===== src/rtl/xpu_vpu_pc_tn_vlsu_dcq_ctrl.sv =====
// VLSU data-complete queue control: in-order create/release and VRF write-back.
// Define XPU_VPU_PC_TN_VLSU_DCQ_PERF_EN to build the full-stall perf counter.
module xpu_vpu_pc_tn_vlsu_dcq_ctrl (
  input  logic        forever_cpuclk,
  input  logic        cpurst_b,
  input  logic        giu_xx_async_flush,
  input  logic        pipe_dcq_crt_req,
  output logic        dcq_pipe_crt_gnt,
  output logic [7:0]  dcq_entry_crt_vld_x,
  output logic [7:0]  dcq_entry_rls_vld_x,
  input  logic [7:0]  entry_dcq_vld,
  input  logic [7:0]  entry_dcq_wb_vld,
  input  logic        ld_dcq_data_vld,
  input  logic [2:0]  ld_dcq_data_ptr,
  output logic        dcq_vrf_wb_req,
  output logic [2:0]  dcq_vrf_wb_ptr,
  input  logic        vrf_dcq_wb_gnt,
  output logic        dcq_full,
  output logic        dcq_empty,
  output logic [3:0]  dcq_cnt,
  output logic [15:0] dcq_perf_full_stall_cnt
);

  localparam logic [0:0] IDLE   = 1'b0;
  localparam logic [0:0] WB_REQ = 1'b1;

  logic [3:0] crt_ptr;
  logic [3:0] rls_ptr;
  logic [7:0] data_rdy;
  logic [7:0] data_set;
  logic [7:0] rdy_clr;
  logic [0:0] wb_cur;
  logic [0:0] wb_nxt;
  logic [2:0] head;
  logic       head_vld;
  logic       head_wb;
  logic       head_rdy;
  logic       flush;
  logic       live;
  logic       crt_fire;
  logic       rls_fire;

  assign flush = giu_xx_async_flush;
  // strobes and requests are quiet both in reset and in a flush cycle
  assign live  = cpurst_b & ~flush;

  assign dcq_cnt   = crt_ptr - rls_ptr;
  assign dcq_full  = (dcq_cnt == 4'd8);
  assign dcq_empty = (dcq_cnt == 4'd0);

  assign dcq_pipe_crt_gnt = ~dcq_full & ~flush;

  assign crt_fire = pipe_dcq_crt_req
                  & dcq_pipe_crt_gnt
                  & cpurst_b;

  assign head     = rls_ptr[2:0];
  assign head_vld = entry_dcq_vld[head];
  assign head_wb  = entry_dcq_wb_vld[head];
  assign head_rdy = head_vld
                  & (data_rdy[head] | ~head_wb);

  always_comb begin
    wb_nxt   = wb_cur;
    rls_fire = 1'b0;
    unique case (wb_cur)
      IDLE: begin
        if (head_rdy & ~head_wb) begin
          rls_fire = live;
        end else if (head_rdy & head_wb) begin
          wb_nxt = WB_REQ;
        end
      end
      WB_REQ: begin
        if (vrf_dcq_wb_gnt) begin
          rls_fire = live;
          wb_nxt   = IDLE;
        end
      end
      default: wb_nxt = IDLE;
    endcase
  end

  assign dcq_entry_crt_vld_x = crt_fire
                             ? (8'h01 << crt_ptr[2:0])
                             : 8'h00;
  assign dcq_entry_rls_vld_x = rls_fire
                             ? (8'h01 << head)
                             : 8'h00;

  assign dcq_vrf_wb_req = (wb_cur == WB_REQ) & live;
  assign dcq_vrf_wb_ptr = head;

  // returned data only counts for an entry that is currently live
  assign data_set = ld_dcq_data_vld
                  ? ((8'h01 << ld_dcq_data_ptr) & entry_dcq_vld)
                  : 8'h00;
  assign rdy_clr  = dcq_entry_crt_vld_x
                  | dcq_entry_rls_vld_x;

  always_ff @(posedge forever_cpuclk or negedge cpurst_b) begin
    if (!cpurst_b) begin
      crt_ptr <= 4'd0;
      rls_ptr <= 4'd0;
    end else if (flush) begin
      crt_ptr <= 4'd0;
      rls_ptr <= 4'd0;
    end else begin
      crt_ptr <= crt_ptr + {3'd0, crt_fire};
      rls_ptr <= rls_ptr + {3'd0, rls_fire};
    end
  end

  always_ff @(posedge forever_cpuclk or negedge cpurst_b) begin
    if (!cpurst_b) begin
      data_rdy <= 8'h00;
    end else if (flush) begin
      data_rdy <= 8'h00;
    end else begin
      data_rdy <= (data_rdy | data_set) & ~rdy_clr;
    end
  end

  always_ff @(posedge forever_cpuclk or negedge cpurst_b) begin
    if (!cpurst_b) begin
      wb_cur <= IDLE;
    end else if (flush) begin
      wb_cur <= IDLE;
    end else begin
      wb_cur <= wb_nxt;
    end
  end

`ifdef XPU_VPU_PC_TN_VLSU_DCQ_PERF_EN
  logic [15:0] perf_cnt;
  logic        perf_inc;

  assign perf_inc = pipe_dcq_crt_req
                  & dcq_full
                  & ~(&perf_cnt);

  always_ff @(posedge forever_cpuclk or negedge cpurst_b) begin
    if (!cpurst_b) begin
      perf_cnt <= 16'h0000;
    end else if (flush) begin
      perf_cnt <= 16'h0000;
    end else if (perf_inc) begin
      perf_cnt <= perf_cnt + 16'h0001;
    end
  end

  assign dcq_perf_full_stall_cnt = perf_cnt;
`else
  assign dcq_perf_full_stall_cnt = 16'h0000;
`endif

endmodule


===== config.mk =====
export PLATFORM = sky130hd
export DESIGN_NAME = xpu_vpu_pc_tn_vlsu_dcq_ctrl
export DESIGN_NICKNAME = d
export VERILOG_FILES = /design/src/rtl/xpu_vpu_pc_tn_vlsu_dcq_ctrl.sv
export SDC_FILE = /design/constraint.sdc
export NUM_CORES = 1
export LEC_CHECK = 0
export BUFFER_PORTS_ARGS = -buffer_cell sky130_fd_sc_hd__buf_2
export CAP_MARGIN = 20
export CORE_ASPECT_RATIO = 0.9
export CORE_MARGIN = 2
export CORE_UTILIZATION = 30
export DETAILED_ROUTE_END_ITERATION = 8
export PLACE_DENSITY = 0.61
export SKIP_CTS_REPAIR_TIMING = 1
export SYNTH_ARGS = -nofsm -noshare
export SYNTH_HDL_FRONTEND = slang
export SYNTH_SLANG_ARGS = --single-unit

===== constraint.sdc =====
create_clock -name forever_cpuclk -period 3.5 [get_ports forever_cpuclk]
set_input_delay 0.7 -clock forever_cpuclk [delete_from_list [all_inputs] [get_ports forever_cpuclk]]
set_output_delay 0.7 -clock forever_cpuclk [all_outputs]
set_load 0.05 [all_outputs]

== Word level (Yosys, flattened, before mapping) ==
Cells that the tools add are included.

* Bits in registers: 17
* Bits in latches: 0
* RAM bits: 0
* Bits in read-only memories: 0
* Input port bits: 25
* Output and inout bits: 43
* Logic and storage cells: 51
* Memories kept: 0

* Add/sub/neg operators: 3
* Multipliers: 0
* Div/mod/pow operators: 0
* $lt $le $gt $ge: 1
* Equal/unequal tests: 1
* Shift-type cells: 3
* Mux-type cells: 20
* Bitwise operators: 18
* Reductions and logical operators: 1

{| class="wikitable"
|+ Operators with widths
! kind !! count
|-
| 8-bit two-way mux || 4
|-
| 1-bit by 3-bit << shifter with 8-bit output, first input constant || 3
|-
| 8-bit AND || 2
|-
| 8-bit OR || 2
|-
| 1-bit binary-select mux with 3-bit select || 3
|-
| 1-bit two-way mux || 9
|-
| 4-bit by 1-bit adder with 4-bit output || 2
|-
| 1-bit AND || 8
|-
| 4-bit two-way mux || 2
|-
| 8-bit inverter || 1
|-
| 4-bit equality test, second input constant || 1
|-
| 4-bit logical NOT || 1
|-
| 3-bit by 4-bit < comparator with 1-bit output, second input constant || 1
|-
| 1-bit inverter || 4
|-
| 1-bit case mux with 2 select lines || 2
|-
| 4-bit subtractor || 1
|-
| 1-bit OR || 1
|}

== Depth between registers and ports, before layout ==
* Word-level depth: 13
* Depth in mapped cells: 12
* Gate-level depth less buffers: 12

== Least setup slack after synthesis ==
Ideal clock, no wire load.

* Kind: reg2out
* Start point: register rls_ptr[1]
* End point: output port dcq_entry_crt_vld_x[0]
* Arrival time: 3,990 ps
* Required time: 2,800 ps
* Path slack: -1,190 ps
* Cell stages (with the launch flop): 8
* Path buffers: 1
* Path through: dfrtp_1 > buf_2 > inv_1 > fa_1 > xor2_1 > or3_4 > nor3_4 > nor4_1

* Cells in the longest elaborated chain, start to end: 7

{| class="wikitable"
|+ Ends and longest elaborated chain
! element !! line !! text
|-
| start, declared || 28 || <nowiki>logic [3:0] rls_ptr;</nowiki>
|-
| start signal, assigned || 110 || <nowiki>rls_ptr <= rls_ptr + {3'd0, rls_fire};</nowiki>
|-
| 4-bit subtractor || 47 || <nowiki>assign dcq_cnt = crt_ptr - rls_ptr;</nowiki>
|-
| via dcq_cnt[2] || 20 || <nowiki>output logic [3:0] dcq_cnt,</nowiki>
|-
| 4-bit equality test || 48 || <nowiki>assign dcq_full = (dcq_cnt == 4'd8);</nowiki>
|-
| via dcq_full || 18 || <nowiki>output logic dcq_full,</nowiki>
|-
| 1-bit inverter || 51 || <nowiki>assign dcq_pipe_crt_gnt = ~dcq_full & ~flush;</nowiki>
|-
| 1-bit AND || 51 ||
|-
| 1-bit AND || 54 || <nowiki>& dcq_pipe_crt_gnt</nowiki>
|-
| 1-bit AND || 55 || <nowiki>& cpurst_b;</nowiki>
|-
| 8-bit two-way mux || 85 || <nowiki>? (8'h01 << crt_ptr[2:0])</nowiki>
|-
| end, declared || 9 || <nowiki>output logic [7:0] dcq_entry_crt_vld_x,</nowiki>
|}

The timed path passes the listed nets, and every way through them passes these cells.

== Worst setup path in the final report ==
* Start point: register crt_ptr[0]
* End point: output port dcq_entry_crt_vld_x[3]

* Cells in the longest elaborated chain, start to end: 7
* Elaborated cells between the ends (all ways): 8
* Classes of those cells: add/sub: 1; eq/ne: 1; shift: 1; mux: 1; bitwise: 4

{| class="wikitable"
|+ Ends and longest elaborated chain
! element !! line !! text
|-
| start, declared || 27 || <nowiki>logic [3:0] crt_ptr;</nowiki>
|-
| start signal, assigned || 109 || <nowiki>crt_ptr <= crt_ptr + {3'd0, crt_fire};</nowiki>
|-
| 4-bit subtractor || 47 ||
|-
| 4-bit equality test || 48 ||
|-
| 1-bit inverter || 51 ||
|-
| 1-bit AND || 51 ||
|-
| 1-bit AND || 54 ||
|-
| 1-bit AND || 55 ||
|-
| 8-bit two-way mux (*) || 85 ||
|}

Mark *: on every way between the ends. The rest lies on a longest branch, timed or not.

==> flow_summary.toml <==
[run_status]
status = "completed"

[grt]
antenna_found_initial = 0
gr-usage-all-layers_pct = 15.02
grt-ovfl-total = 0
grt_max_degree = 19
grt_pass1_vias = 1365
grt_pass1_wl_um = 6824

[timing]
setup_viol = 0
final_hold_viol_count = 0
period_share_pct = 94.82
clock.fmax_mhz = 301.3
rsz0062_at_grt = "no"
worstMarginPinSlew_ns = 0.5105
whs_ns = 0.4005
post-route-min-period_ns = 3.319
finalMaxSlewViolations = 0
finClkSkew_ns = 0.007614
slew_headroom_pct = 65.97
setup_ws_ns = 0.1813

[die]
die_y_um = 73.53
rows = 25
io_pins = 68
start_util_pct = 30.85
dieArea_um2 = 5975
dieWidth_um = 81.26
core_um2 = 5224

[logic_synthesis]
synth_cells = 179
postSynthAreaPerCell_um2 = 9.003
synth_enable_flop_cells = 0
yosys_warnings = 0
async_flop_share_pct = 100.0
synth_top_area_share_pct = 26.40
yosysTopAreaCell = "dfrtp_1"
synth-main-ff-cell = "dfrtp_1"
yosys-top-cells-area = "dfrtp_1, buf_4, ha_1"
synth_area_um2 = 1612
yosysSeqAreaShare_pct = 26.40
ys_ff_latch = 17
synth_cell_type_count = 53

[clocking]
cts_htree_levels = 1
cts.sinks = 17
clk_latency_ns = 0.25
clk_pin_slew_worst_paths_ns = 0.07
cts_tree = "built"
cts_buffers = 3
clockRootBuffer = "clkbuf_8"
clk_path_buf_depth = 2

[placement]
pre_cts_slack_ns = 0.4104
dp_hpwl_um = 3541
io_buffers = 51
gp_congestion = 0.8082

[worst_setup_path]
criticalPathCategory = "flop to primary output"
crit_fanout = 6
worstPathArrival_ns = 2.62
critical_path_required_ns = 2.80
crit_path_start_kind = "flop"
end_kind = "primary output"

[detailed_routing]
highest_layer = "met4"
routed-via-count = 1477
route.met3.wl_um = 307
first_pass_iters = 4
wl_met2_um = 2020
wl_um = 4305
wl_per_cell_um = 14.45
met1_length_um = 1956
vias_per_cell = 4.956
drc = 0
ant_nets = 0
drt_iter0_markers = 64

[finish]
syn_to_final_growth_pct = 26.01
fin_nets = 265
drive_above_1_share_pct = 39.83
diodes = 0
regArea_um2 = 425.4
multi_input_area_um2 = 1114
fill_cells = 543

[power_and_ir_drop]
irDropWorstVdd_v = 0.0001456
leakagePower_nw = 0.9351
powerDensity_nw_per_um2 = 257.6
power_mw = 0.5232

[flow_run]
drv_cap = 0

[min_path]
hold_path.class = "input port to asynchronous set/reset pin"
-- worst max-delay path, cell delays in order, from the launching register on --
cell,delay (ns)
dfrtp_1,0.44
inv_1,0.11
ha_1,0.20
inv_1,0.07
fa_2,0.44
or3_4,0.41
nor3_4,0.25
buf_12,0.18
nor3_4,0.05
buf_2,0.22
-- metrics by stage --
| step | cell area, um^2 | setup TNS, ns | std cells | util [%] |
|---|---|---|---|---|
| detailed placement | 1986 | 0 | 294 | 38.01 |
| CTS | 2031 | 0 | 298 | 38.87 |
| floorplan | 1750 | -0.8586 | 194 | - |
| finish | 2031 | 0 | 298 | 38.87 |
| global route | 2031 | 0 | 298 | 38.87 |
| global placement | 1986 | 0 | 294 | 38.01 |
-- power by group --
group	switching, mW	total (mW)	internal, mW
combinational	0.126	0.174	0.0482
clock	0.0657	0.146	0.0808
sequential	0.00261	0.202	0.200
-- synthesized netlist by cell type (all sizes together), types with 2 or more instances --
library cell	count
inv	4
nor2	20
o22ai	2
nor2b	9
nand2b	2
xor2	4
xnor2	2
nand3	4
or2	3
mux4	3
nor3	11
a41oi	3
a211oi	2
mux2	3
nand4	2
dfrtp	17
a31oi	7
nand2	6
and3	2
and2	5
buf	25
nor4	2
o21ai	4
a2111oi	2
ha	7
o31ai	2
clkbuf	3
a21oi	5
mux2i	3
-- sequential cells by signal, summed over array words and instances, names as in the netlist --
name      flops
wb_cur        1
data_rdy      8
crt_ptr       4
rls_ptr       4
-- kinds of logic (layout without fill, tap and decap cells) --
group                      Yosys count  in the layout  synth area share [%]
AOI/OAI and AO/OA                   34             34                 17.39
xor gates and xnor gates             6              6                 3.261
adders and majority gates            8              8                 6.677
buffers and inverters               33             70                 12.97
DFF                                 17             17                 26.40
muxes                                9              9                 8.618
other                                1             16                0.2327
and+or+nand+nor                     71             71                 24.46
-- placed cells by master (no fill, tap or decap), drive strengths merged, types with 4 or more instances in the layout --
cell,Yosys,routed
a21oi,5,5
a31oi,7,7
nor3,11,11
clkbuf,3,4
nor2b,9,9
nand2,6,6
and2,5,5
dfrtp,17,17
o21ai,4,4
buf,25,61
nor2,20,20
ha,7,7
xor2,4,4
inv,4,4
nand3,4,4
conb,1,16
-- final timing paths --
path | start | end | slack, ns | cells after the start
worst max-delay path | crt_ptr[0] | dcq_entry_crt_vld_x[3] | 0.18 | 9
worst min-delay path | cpurst_b | crt_ptr[3] | 0.40 | 2
max in group asynchronous | cpurst_b | data_rdy[5] | 2.90 | 2
worst max register to register | crt_ptr[0] | crt_ptr[1] | 0.78 | 10
min in group forever_cpuclk | crt_ptr[3] | crt_ptr[3] | 0.57 | 2
worst min register to register | crt_ptr[3] | crt_ptr[3] | 0.57 | 2
-- final cells by class --
class / instances / area share, %
multi-input combinational: 144 / 54.84
sequential: 17 / 20.95
timing repair buffer: 61 / 16.88
inverter: 5 / 0.9858
clock buffer: 4 / 2.218
tap: 67 / 4.128
-- metal layers --
layer / track usage [%] / up-vias
met1: 21.76 / 702
met3: 2.580 / 4
met4: 2.448 / 0
met5: 0 / -
li1: - / 719
met2: 23.88 / 52
Note: power is estimated with default switching activity, not from simulation.
